==> src/rtl/mult_pkg.sv <==
// Shared types and constants for the radix-4 Booth multiplier.
package mult_pkg;

    localparam int MULT_WIDTH = 32;
    localparam int MULT_ITERS = MULT_WIDTH / 2;

    typedef enum logic [1:0] {
        IDLE = 2'd0,
        RUN  = 2'd1,
        DONE = 2'd2
    } mult_state_e;

    typedef enum logic [2:0] {
        SEL_ZERO = 3'd0,
        SEL_POS1 = 3'd1,
        SEL_POS2 = 3'd2,
        SEL_NEG1 = 3'd3,
        SEL_NEG2 = 3'd4
    } booth_sel_e;

endpackage

==> src/rtl/booth_recode4.sv <==
// Radix-4 Booth recoder: maps a 3-bit overlapping multiplier group to a partial-product select.
module booth_recode4
    import mult_pkg::*;
(
    input  logic [2:0]  grp,
    output booth_sel_e  sel,
    output logic        neg
);

    // Recode one Booth group into magnitude select and negate flag
    always_comb begin
        sel = SEL_ZERO;
        neg = 1'b0;
        case (grp)
            3'b000, 3'b111: begin sel = SEL_ZERO; neg = 1'b0; end
            3'b001, 3'b010: begin sel = SEL_POS1; neg = 1'b0; end
            3'b011:         begin sel = SEL_POS2; neg = 1'b0; end
            3'b100:         begin sel = SEL_NEG2; neg = 1'b1; end
            3'b101, 3'b110: begin sel = SEL_NEG1; neg = 1'b1; end
            default:        begin sel = SEL_ZERO; neg = 1'b0; end
        endcase
    end

endmodule

==> src/rtl/booth_mult32.sv <==
// Multi-cycle signed radix-4 Booth multiplier: one Booth step per cycle, registered
// truncated product with signed-overflow flag and a one-cycle ready strobe.
module booth_mult32
    import mult_pkg::*;
#(
    parameter int WIDTH = MULT_WIDTH
) (
    input  logic             clk,
    input  logic             reset,
    input  logic             ctrl_mult,
    input  logic [WIDTH-1:0] data_operandA,
    input  logic [WIDTH-1:0] data_operandB,
    output logic [WIDTH-1:0] data_result,
    output logic             data_exception,
    output logic             data_resultRDY,
    output logic             data_busy
);

    localparam int ITERS = WIDTH / 2;
    localparam int CNT_W = $clog2(ITERS + 1);
    localparam int PW    = 2 * WIDTH + 3;
    localparam logic [CNT_W-1:0] LAST_CNT = CNT_W'(ITERS - 1);

    mult_state_e       state_q, state_d;
    logic [PW-1:0]     p_q, p_d;
    logic [WIDTH+1:0]  m_q, m_d;
    logic [CNT_W-1:0]  cnt_q, cnt_d;
    logic [WIDTH-1:0]  result_q, result_d;
    logic              exc_q, exc_d;
    logic              rdy_q, rdy_d;

    booth_sel_e        sel;
    logic              neg;
    logic [WIDTH+1:0]  mag;
    logic [WIDTH+1:0]  term;
    logic [WIDTH+1:0]  sum;
    logic [PW-1:0]     p_shift;
    logic [2*WIDTH-1:0] q;

    booth_recode4 u_recode (
        .grp (p_q[2:0]),
        .sel (sel),
        .neg (neg)
    );

    // Partial-product term and one accumulate-and-shift Booth step
    always_comb begin
        mag = '0;
        case (sel)
            SEL_POS1, SEL_NEG1: mag = m_q;
            SEL_POS2, SEL_NEG2: mag = {m_q[WIDTH:0], 1'b0};
            SEL_ZERO:           mag = '0;
            default:            mag = '0;
        endcase
        if (neg) begin
            term = ~mag + (WIDTH+2)'(1);
        end else begin
            term = mag;
        end
        sum     = p_q[PW-1:WIDTH+1] + term;
        p_shift = {{2{sum[WIDTH+1]}}, sum, p_q[WIDTH:2]};
        q       = p_shift[2*WIDTH:1];
    end

    // Next-state: a start pulse always wins and restarts from fresh operands
    always_comb begin
        state_d  = state_q;
        p_d      = p_q;
        m_d      = m_q;
        cnt_d    = cnt_q;
        result_d = result_q;
        exc_d    = exc_q;
        rdy_d    = 1'b0;
        if (ctrl_mult) begin
            m_d     = {{2{data_operandA[WIDTH-1]}}, data_operandA};
            p_d     = {{(WIDTH+2){1'b0}}, data_operandB, 1'b0};
            cnt_d   = '0;
            state_d = RUN;
        end else begin
            case (state_q)
                IDLE: state_d = IDLE;
                RUN: begin
                    p_d   = p_shift;
                    cnt_d = cnt_q + CNT_W'(1);
                    if (cnt_q == LAST_CNT) begin
                        result_d = q[WIDTH-1:0];
                        exc_d    = !((q[2*WIDTH-1:WIDTH-1] == '0) ||
                                     (q[2*WIDTH-1:WIDTH-1] == '1));
                        rdy_d    = 1'b1;
                        state_d  = DONE;
                    end else begin
                        state_d = RUN;
                    end
                end
                DONE:    state_d = IDLE;
                default: state_d = IDLE;
            endcase
        end
    end

    // State and datapath registers with synchronous reset
    always_ff @(posedge clk) begin
        if (reset) begin
            state_q  <= IDLE;
            p_q      <= '0;
            m_q      <= '0;
            cnt_q    <= '0;
            result_q <= '0;
            exc_q    <= 1'b0;
            rdy_q    <= 1'b0;
        end else begin
            state_q  <= state_d;
            p_q      <= p_d;
            m_q      <= m_d;
            cnt_q    <= cnt_d;
            result_q <= result_d;
            exc_q    <= exc_d;
            rdy_q    <= rdy_d;
        end
    end

    assign data_result    = result_q;
    assign data_exception = exc_q;
    assign data_resultRDY = rdy_q;
    assign data_busy      = (state_q == RUN);

endmodule

==> config.mk <==
export PLATFORM = sky130hd
export DESIGN_NAME = booth_mult32
export DESIGN_NICKNAME = d
export VERILOG_FILES = /design/src/rtl/mult_pkg.sv /design/src/rtl/booth_recode4.sv /design/src/rtl/booth_mult32.sv
export SDC_FILE = /design/constraint.sdc
export NUM_CORES = 1
export LEC_CHECK = 0
export ABC_AREA = 1
export BUFFER_PORTS_ARGS = -buffer_cell sky130_fd_sc_hd__buf_2
export CAP_MARGIN = 10
export CORE_ASPECT_RATIO = 0.7
export CORE_MARGIN = 2
export CORE_UTILIZATION = 50
export CTS_CLUSTER_SIZE = 10
export DETAILED_ROUTE_END_ITERATION = 12
export GPL_ROUTABILITY_DRIVEN = 1
export PLACE_DENSITY = 0.7
export SLEW_MARGIN = 10
export SYNTH_ARGS = -nofsm -noshare
export SYNTH_HDL_FRONTEND = slang
export SYNTH_SLANG_ARGS = --single-unit
==> constraint.sdc <==
create_clock -name clk -period 5.4 [get_ports clk]
set_clock_uncertainty 0.15 [all_clocks]
set_input_delay 1.35 -clock clk [delete_from_list [all_inputs] [get_ports clk]]
set_output_delay 1.35 -clock clk [all_outputs]
set_load 0.03 [all_outputs]
# ---- After elaboration in Yosys (flattened, before gate mapping)
# Memory sizes are Yosys's and may differ from the RTL's.
# Index checks and enable logic that the tools add are counted.
dict set report totals {
  reg_bits 138
  romBits 32
  word_cells 40
  memories 1
}
dict set report op_classes {
  addsub 3
  n_eq_ne 7
  n_mux 8
  bitwise_logic 3
  reduce_logical 9
}
# memory words width rd rd_clocked_by_memory_dff wr line_no
set memory_table {}
lappend memory_table {{(name not given)} 8 4 1 0 0 booth_recode4.sv:14} ;# case (grp)
# cell count
set ops {}
lappend ops {{case mux 34 bit (2 select lines)} 1}
lappend ops {{two-way mux 33 bit} 2}
lappend ops {{adder 34 x 1 -> 34 bit, second input constant} 1}
lappend ops {{adder 34 bit} 1}
lappend ops {{two-way mux 34 bit} 1}
lappend ops {{NOT 34 bit} 1}
lappend ops {{equality test 33 bit, second input constant} 1}
lappend ops {{logical NOT 33 bit} 1}
lappend ops {{equality test 3 x 2 -> 1 bit, second input constant} 2}
lappend ops {{OR reduction 2 bit} 3}
lappend ops {{adder 5 x 1 -> 5 bit, second input constant} 1}
lappend ops {{equality test 5 x 4 -> 1 bit, second input constant} 1}
lappend ops {{equality test 3 x 1 -> 1 bit, second input constant} 1}
lappend ops {{equality test 3 bit, second input constant} 1}
lappend ops {{two-way mux 1 bit} 3}
lappend ops {{AND reduction 3 bit} 1}
lappend ops {{OR reduction 3 bit} 1}
lappend ops {{equality test 2 x 1 -> 1 bit, second input constant} 1}
lappend ops {{two-way mux 2 bit} 1}
lappend ops {{NOT 1 bit} 2}
lappend ops {{nonzero test 2 bit} 1}
lappend ops {{logical NOT 1 bit} 1}
lappend ops {{logical OR 1 bit} 1}

# ---- Depth between registers and ports, before layout
# An unclocked memory read counts as a cell.
dict set report depth {
  word_depth 11
  ltp_mapped 37
  depth_no_buf 35
}

# ---- Hierarchy
# A second synthesis with hierarchy kept.
dict set report hier_totals {
  hier_cells 1643
  hier_area_um2 9773.1
}
# mod n_inst cells_per_inst area_per_inst_um2 seq_area_each_um2
set by_module_without_submodules {}
lappend by_module_without_submodules {booth_mult32 1 1631 9710.6 2742.6}
lappend by_module_without_submodules {booth_recode4 1 12 62.6 0.0}

# ---- Worst setup path before layout
# Ideal clock, no wire load.
dict set report synth_path {
  kind {reg-to-reg}
  startpoint {register p_q[0]}
  endpoint {register exc_q (netlist: data_exception)}
  setup_time_ns 0.114
  arrival_time_ns 3.897
  slack_ns 1.239
  stages_incl_launch_ff 34
  cell_sequence {dfxtp_1 > inv_1 > ha_1 > buf_6 > nor2_4 > nand2_4 > buf_8 > o22ai_1 > inv_1 > ha_1 > nand2_1 > nor2_4 > nand4_2 > inv_1 > nand3_1 > o21ai_1 > nand2_1 > xnor2_1 > inv_1 > ha_1 > nand2_1 > nor2_1 > inv_1 > nor3_1 > nand2_1 > nand2_1 > nand2_1 > nand3b_1 > nand2_1 > xor2_2 > nand2_1 > nand2_1 > nand2_1 > a21oi_2}
}
dict set report synth_via {
  elab_chain_cells 11
  elab_cells_between_ends 16
  classes_between {add/sub: 2; eq/ne: 5; mux: 2; bitwise: 1; reduce/logical: 5; memory: 1}
}
# item line_no
set synth_lines {}
lappend synth_lines {{from (decl)} booth_mult32.sv:25} ;# logic [PW-1:0] p_q, p_d;
lappend synth_lines {{from (signal assigned)} booth_mult32.sv:113} ;# p_q <= p_d;
lappend synth_lines {{memory read (8 x 4 bit) *} --}
lappend synth_lines {{equality test 3 x 2 -> 1 bit, or another cell as far along} booth_mult32.sv:49} ;# case (sel)
lappend synth_lines {{OR reduction 2 bit} booth_mult32.sv:49}
lappend synth_lines {{case mux 34 bit (2 select lines)} booth_mult32.sv:49}
lappend synth_lines {{NOT 34 bit} booth_mult32.sv:56} ;# term = ~mag + (WIDTH+2)'(1);
lappend synth_lines {{adder 34 x 1 -> 34 bit} booth_mult32.sv:56}
lappend synth_lines {{two-way mux 34 bit *} booth_mult32.sv:55} ;# if (neg) begin
lappend synth_lines {{adder 34 bit *} booth_mult32.sv:60} ;# sum = p_q[PW-1:WIDTH+1] + term;
lappend synth_lines {{equality test 33 bit / logical NOT 33 bit (equally long branches)} {booth_mult32.sv:88, booth_mult32.sv:87}}
lappend synth_lines {{logical OR 1 bit *} booth_mult32.sv:87} ;# exc_d = !((q[2*WIDTH-1:WIDTH-1] == '0) ||
lappend synth_lines {{logical NOT 1 bit *} booth_mult32.sv:87}
lappend synth_lines {{to (signal assigned)} booth_mult32.sv:109} ;# exc_q <= 1'b0;
lappend synth_lines {{to (signal assigned)} booth_mult32.sv:117} ;# exc_q <= exc_d;
lappend synth_lines {{to (decl)} booth_mult32.sv:29} ;# logic exc_q, exc_d;
# Mark *: on every way between the ends. The rest lies on a longest branch, timed or not.
# A chain may end at the register's enable or synchronous reset.

# ---- Final worst setup path
# Same ends and word-level chain as after synthesis.

==> flow_metrics.py <==
metrics = {
    "pwr": {
        "power.leakage_uw": 0.00598,
        "intPower_uw": 2030,
        "power.density_mw_per_mm2": 276,
        "seq_power_share_pct": 35.5,
        "power_frac_comb_pct": 24.1,
        "ir_drop_mv": 0.224,
        "clkPwrFrac_pct": 40.4,
        "p_switching_uw": 995,
        "switching_share_pct": 32.9,
    },
    "synthesis": {
        "ys_async_sr_fraction_pct": 0,
        "syn-num-nets": 1694,
        "yosys_warnings": 0,
        "synth_edf_count": 0,
        "ys.flop_type": "dfxtp_1",
        "ys_seq_elements": 137,
        "syn_inst": 1587,
        "ys_seq_area_share_pct": 28.5,
        "synthesis.area_mm2": 0.00961,
        "postSynthAreaPerCell_um2": 6.06,
        "yosysUniqueCellTypes": 46,
    },
    "worst_setup_path": {
        "rrSetupSlack_ns": 0.33,
        "worst-path-max-fanout": 16,
        "worst_r2r_path_depth": 33,
        "crit_path_max_incr_delay_ns": 0.37,
        "reg2reg_from": "p_q[0]",
        "rr_endpoint": "data_exception",
        "end_kind": "flop",
        "crit_type": "flop to flop",
        "startpoint_type": "flop",
        "crit_top_cell": "nand2_1",
        "required_ns": 5.57,
        "crit_slowest_cell": "ha_2",
        "arrival_ns": 5.24,
    },
    "floorplanning": {
        "initial_core_util_pct": 51.0,
        "fp.dieH_um": 120,
        "die_area_mm2": 0.0204,
        "ios": 102,
        "die_w_um": 170,
        "core_mm2": 0.0189,
        "rows": 42,
    },
    "cts": {
        "cts_made_buffers": 17,
        "htree_levels": 4,
        "cts_tree": "yes",
        "post_cts_buffers": 0,
        "cts.path.max_buffers": 2,
        "cts_root_buffer": "clkbuf_16",
        "path_clk_slew_ns": 0.07,
        "clkSinkCount": 137,
        "clk-insertion-delay-late_ns": 0.43,
        "hold_buffers": 0,
    },
    "final_layout": {
        "fin_nets": 1772,
        "layout_commonest_cell": "nand2_1",
        "postLayoutCellArea_mm2": 0.0110,
        "register_area_mm2": 0.00274,
        "fill_cells": 1910,
        "num_antenna_cells": 0,
        "layout_common_cells": "nand2_1 (431), inv_1 (315), nor2_1 (148), dfxtp_1 (137), o21ai_0 (133)",
        "fin_util_pct": 58.1,
        "layout-drive-gt1-share_pct": 10.3,
        "syn2layout_area_growth_pct": 14.1,
        "multi_input_area_mm2": 0.00554,
    },
    "place": {
        "gp_congestion": 0.985,
        "io_buffers": 101,
        "placed_area_mm2": 0.0103,
        "hpwlAfterDp_mm": 22.1,
    },
    "timing": {
        "min_period_over_period_pct": 94.0,
        "final_max_slew_viol_count": 0,
        "hold_viol": 0,
        "fmax_mhz": 197,
        "report.final.setup_viol": 0,
        "worst_slew_pin_slew_ns": 1.00,
        "layout_min_cycle_time_ns": 5.07,
        "slew-limit-headroom_pct": 33.0,
    },
    "worst_hold_path": {
        "holdCritStartpoint": "cnt_q[3]",
        "hp-class": "flop to flop",
        "hold_depth": 2,
        "min_delay_worst_endpoint": "cnt_q[3]",
    },
    "detailed_routing": {
        "drt-initial-drc-count": 981,
        "drc": 0,
        "viasPerCell": 5.26,
        "wl_per_cell_um": 14.8,
        "num_vias": 10101,
        "drt-total-wl_mm": 28.5,
        "dr.pass1.iters": 5,
        "postRouteAntennaNets": 0,
    },
    "global_routing": {
        "grt_usage_pct": 28.3,
        "antenna_found_initial": 1,
        "grt_pass1_wl_mm": 45.7,
        "first_global_vias": 8890,
        "grt_max_degree": 72,
        "gr-total-overflow": 0,
    },
    "status": {
        "status": "complete, no violations",
    },
    "job": {
        "maxCapViolCount": 0,
    },
}
## power by group through the flow
stage | clock, uW | combinational, uW | sequential (uW)
finish | 1220 | 729 | 1070
global route | 1290 | 812 | 1080
CTS | 1230 | 704 | 1070
detailed placement | 0 | 698 | 1090
global placement | 0 | 695 | 1090
floorplan | 0 | 522 | 1090
## layer usage
layer  vias to the layer above  GRT usage (%)  part of all wire (%)
li1                       5129              -                     -
met1                      4535           43.5                    50
met2                       401           39.7                    40
met3                        34           5.74                   8.7
met4                         2           7.16                   1.6
met5                         -              0                 0.046
## per-stage QoR
step | instances | setup TNS, ns | hold WS [ns] | worst slack (ns) | power [uW]
4_1_cts | 1919 | 0 | 0.325 | 0.00916 | 3000
3_5_place_dp | 1887 | -0.0207 | 0.316 | -0.0207 | 1790
6_report | 1920 | 0 | 0.322 | 0.326 | 3030
5_1_grt | 1920 | -0.0590 | 0.350 | -0.0590 | 3180
2_1_floorplan | 1587 | 0 | 0.295 | 1.24 | 1610
3_3_place_gp | 1887 | 0 | 0.307 | 0.123 | 1790
## synth_stat cells, types with 3 or more instances
library cell | n | share of area [%]
nand2_1 | 431 | 17
o211ai_1 | 27 | 2.1
xor2_1 | 24 | 2.2
a22oi_1 | 9 | 0.70
dfxtp_1 | 137 | 29
ha_1 | 39 | 5.1
buf_1 | 3 | 0.12
xnor2_1 | 23 | 2.1
nor2_1 | 152 | 5.9
and2_1 | 7 | 0.46
nor3_1 | 11 | 0.57
nand4_1 | 16 | 1.0
a21oi_1 | 58 | 3.0
inv_1 | 316 | 12
nand3_1 | 89 | 4.6
clkbuf_1 | 42 | 1.6
o21ai_1 | 7 | 0.36
o22ai_1 | 21 | 1.4
o22ai_2 | 3 | 0.39
nand3b_1 | 5 | 0.39
o21ai_0 | 133 | 6.9
## critical path, delay by kind of cell (launching register included)
family	cells	cell delay, ns
AND/OR/NAND/NOR	21	2.65
adder cells (fa/ha/maj)	3	0.89
buffers and inverters	5	0.45
AO/OA/AOI/OAI	3	0.35
XOR/XNOR	1	0.12
flip-flops	1	0.36
## cell families after synthesis
kind of cell | after synthesis | share of synthesized area, %
compound gates | 272 | 16.2
xor+xnor | 48 | 4.45
fa+ha+maj | 40 | 5.28
buf+inv | 369 | 14.7
flops | 137 | 28.5
simple gates | 721 | 30.8
## cell type report
cell class / count / share of cell area [%]
Multi-Input combinational cell: 1082 / 50.5
Clock inverter: 15 / 1.73
Timing Repair Buffer: 109 / 5.16
Clock buffer: 17 / 3.88
Tap cell: 242 / 2.76
Inverter: 318 / 10.9
Sequential cell: 137 / 25.0
## worst max path at each step
| stage | start | endpoint | slack (ns) |
|---|---|---|---|
| 5_1_grt | p_q[0] | data_exception | -0.06 |
| 4_1_cts | p_q[1] | data_exception | 0.009 |
| 3_5_place_dp | p_q[0] | data_exception | -0.02 |
| 3_3_place_gp | p_q[0] | data_exception | 0.12 |
| 6_report | p_q[0] | data_exception | 0.33 |
| 2_1_floorplan | p_q[0] | data_exception | 1.24 |
## flip-flops by register name, summed over array words and instances, names as in the netlist
signal and count:
cnt_q 5, data_exception 1, data_result 32, m_q 32, p_q 65, state_q 2
## timing repair
item | CTS | global route
gates resized for setup | 3 | 12
gates cloned | 0 | 1
endpoints found under the hold margin | 0 | 0
pin swaps | 0 | 1
setup endpoints to repair | 1 | 5
(Power assumes the default switching activity.)
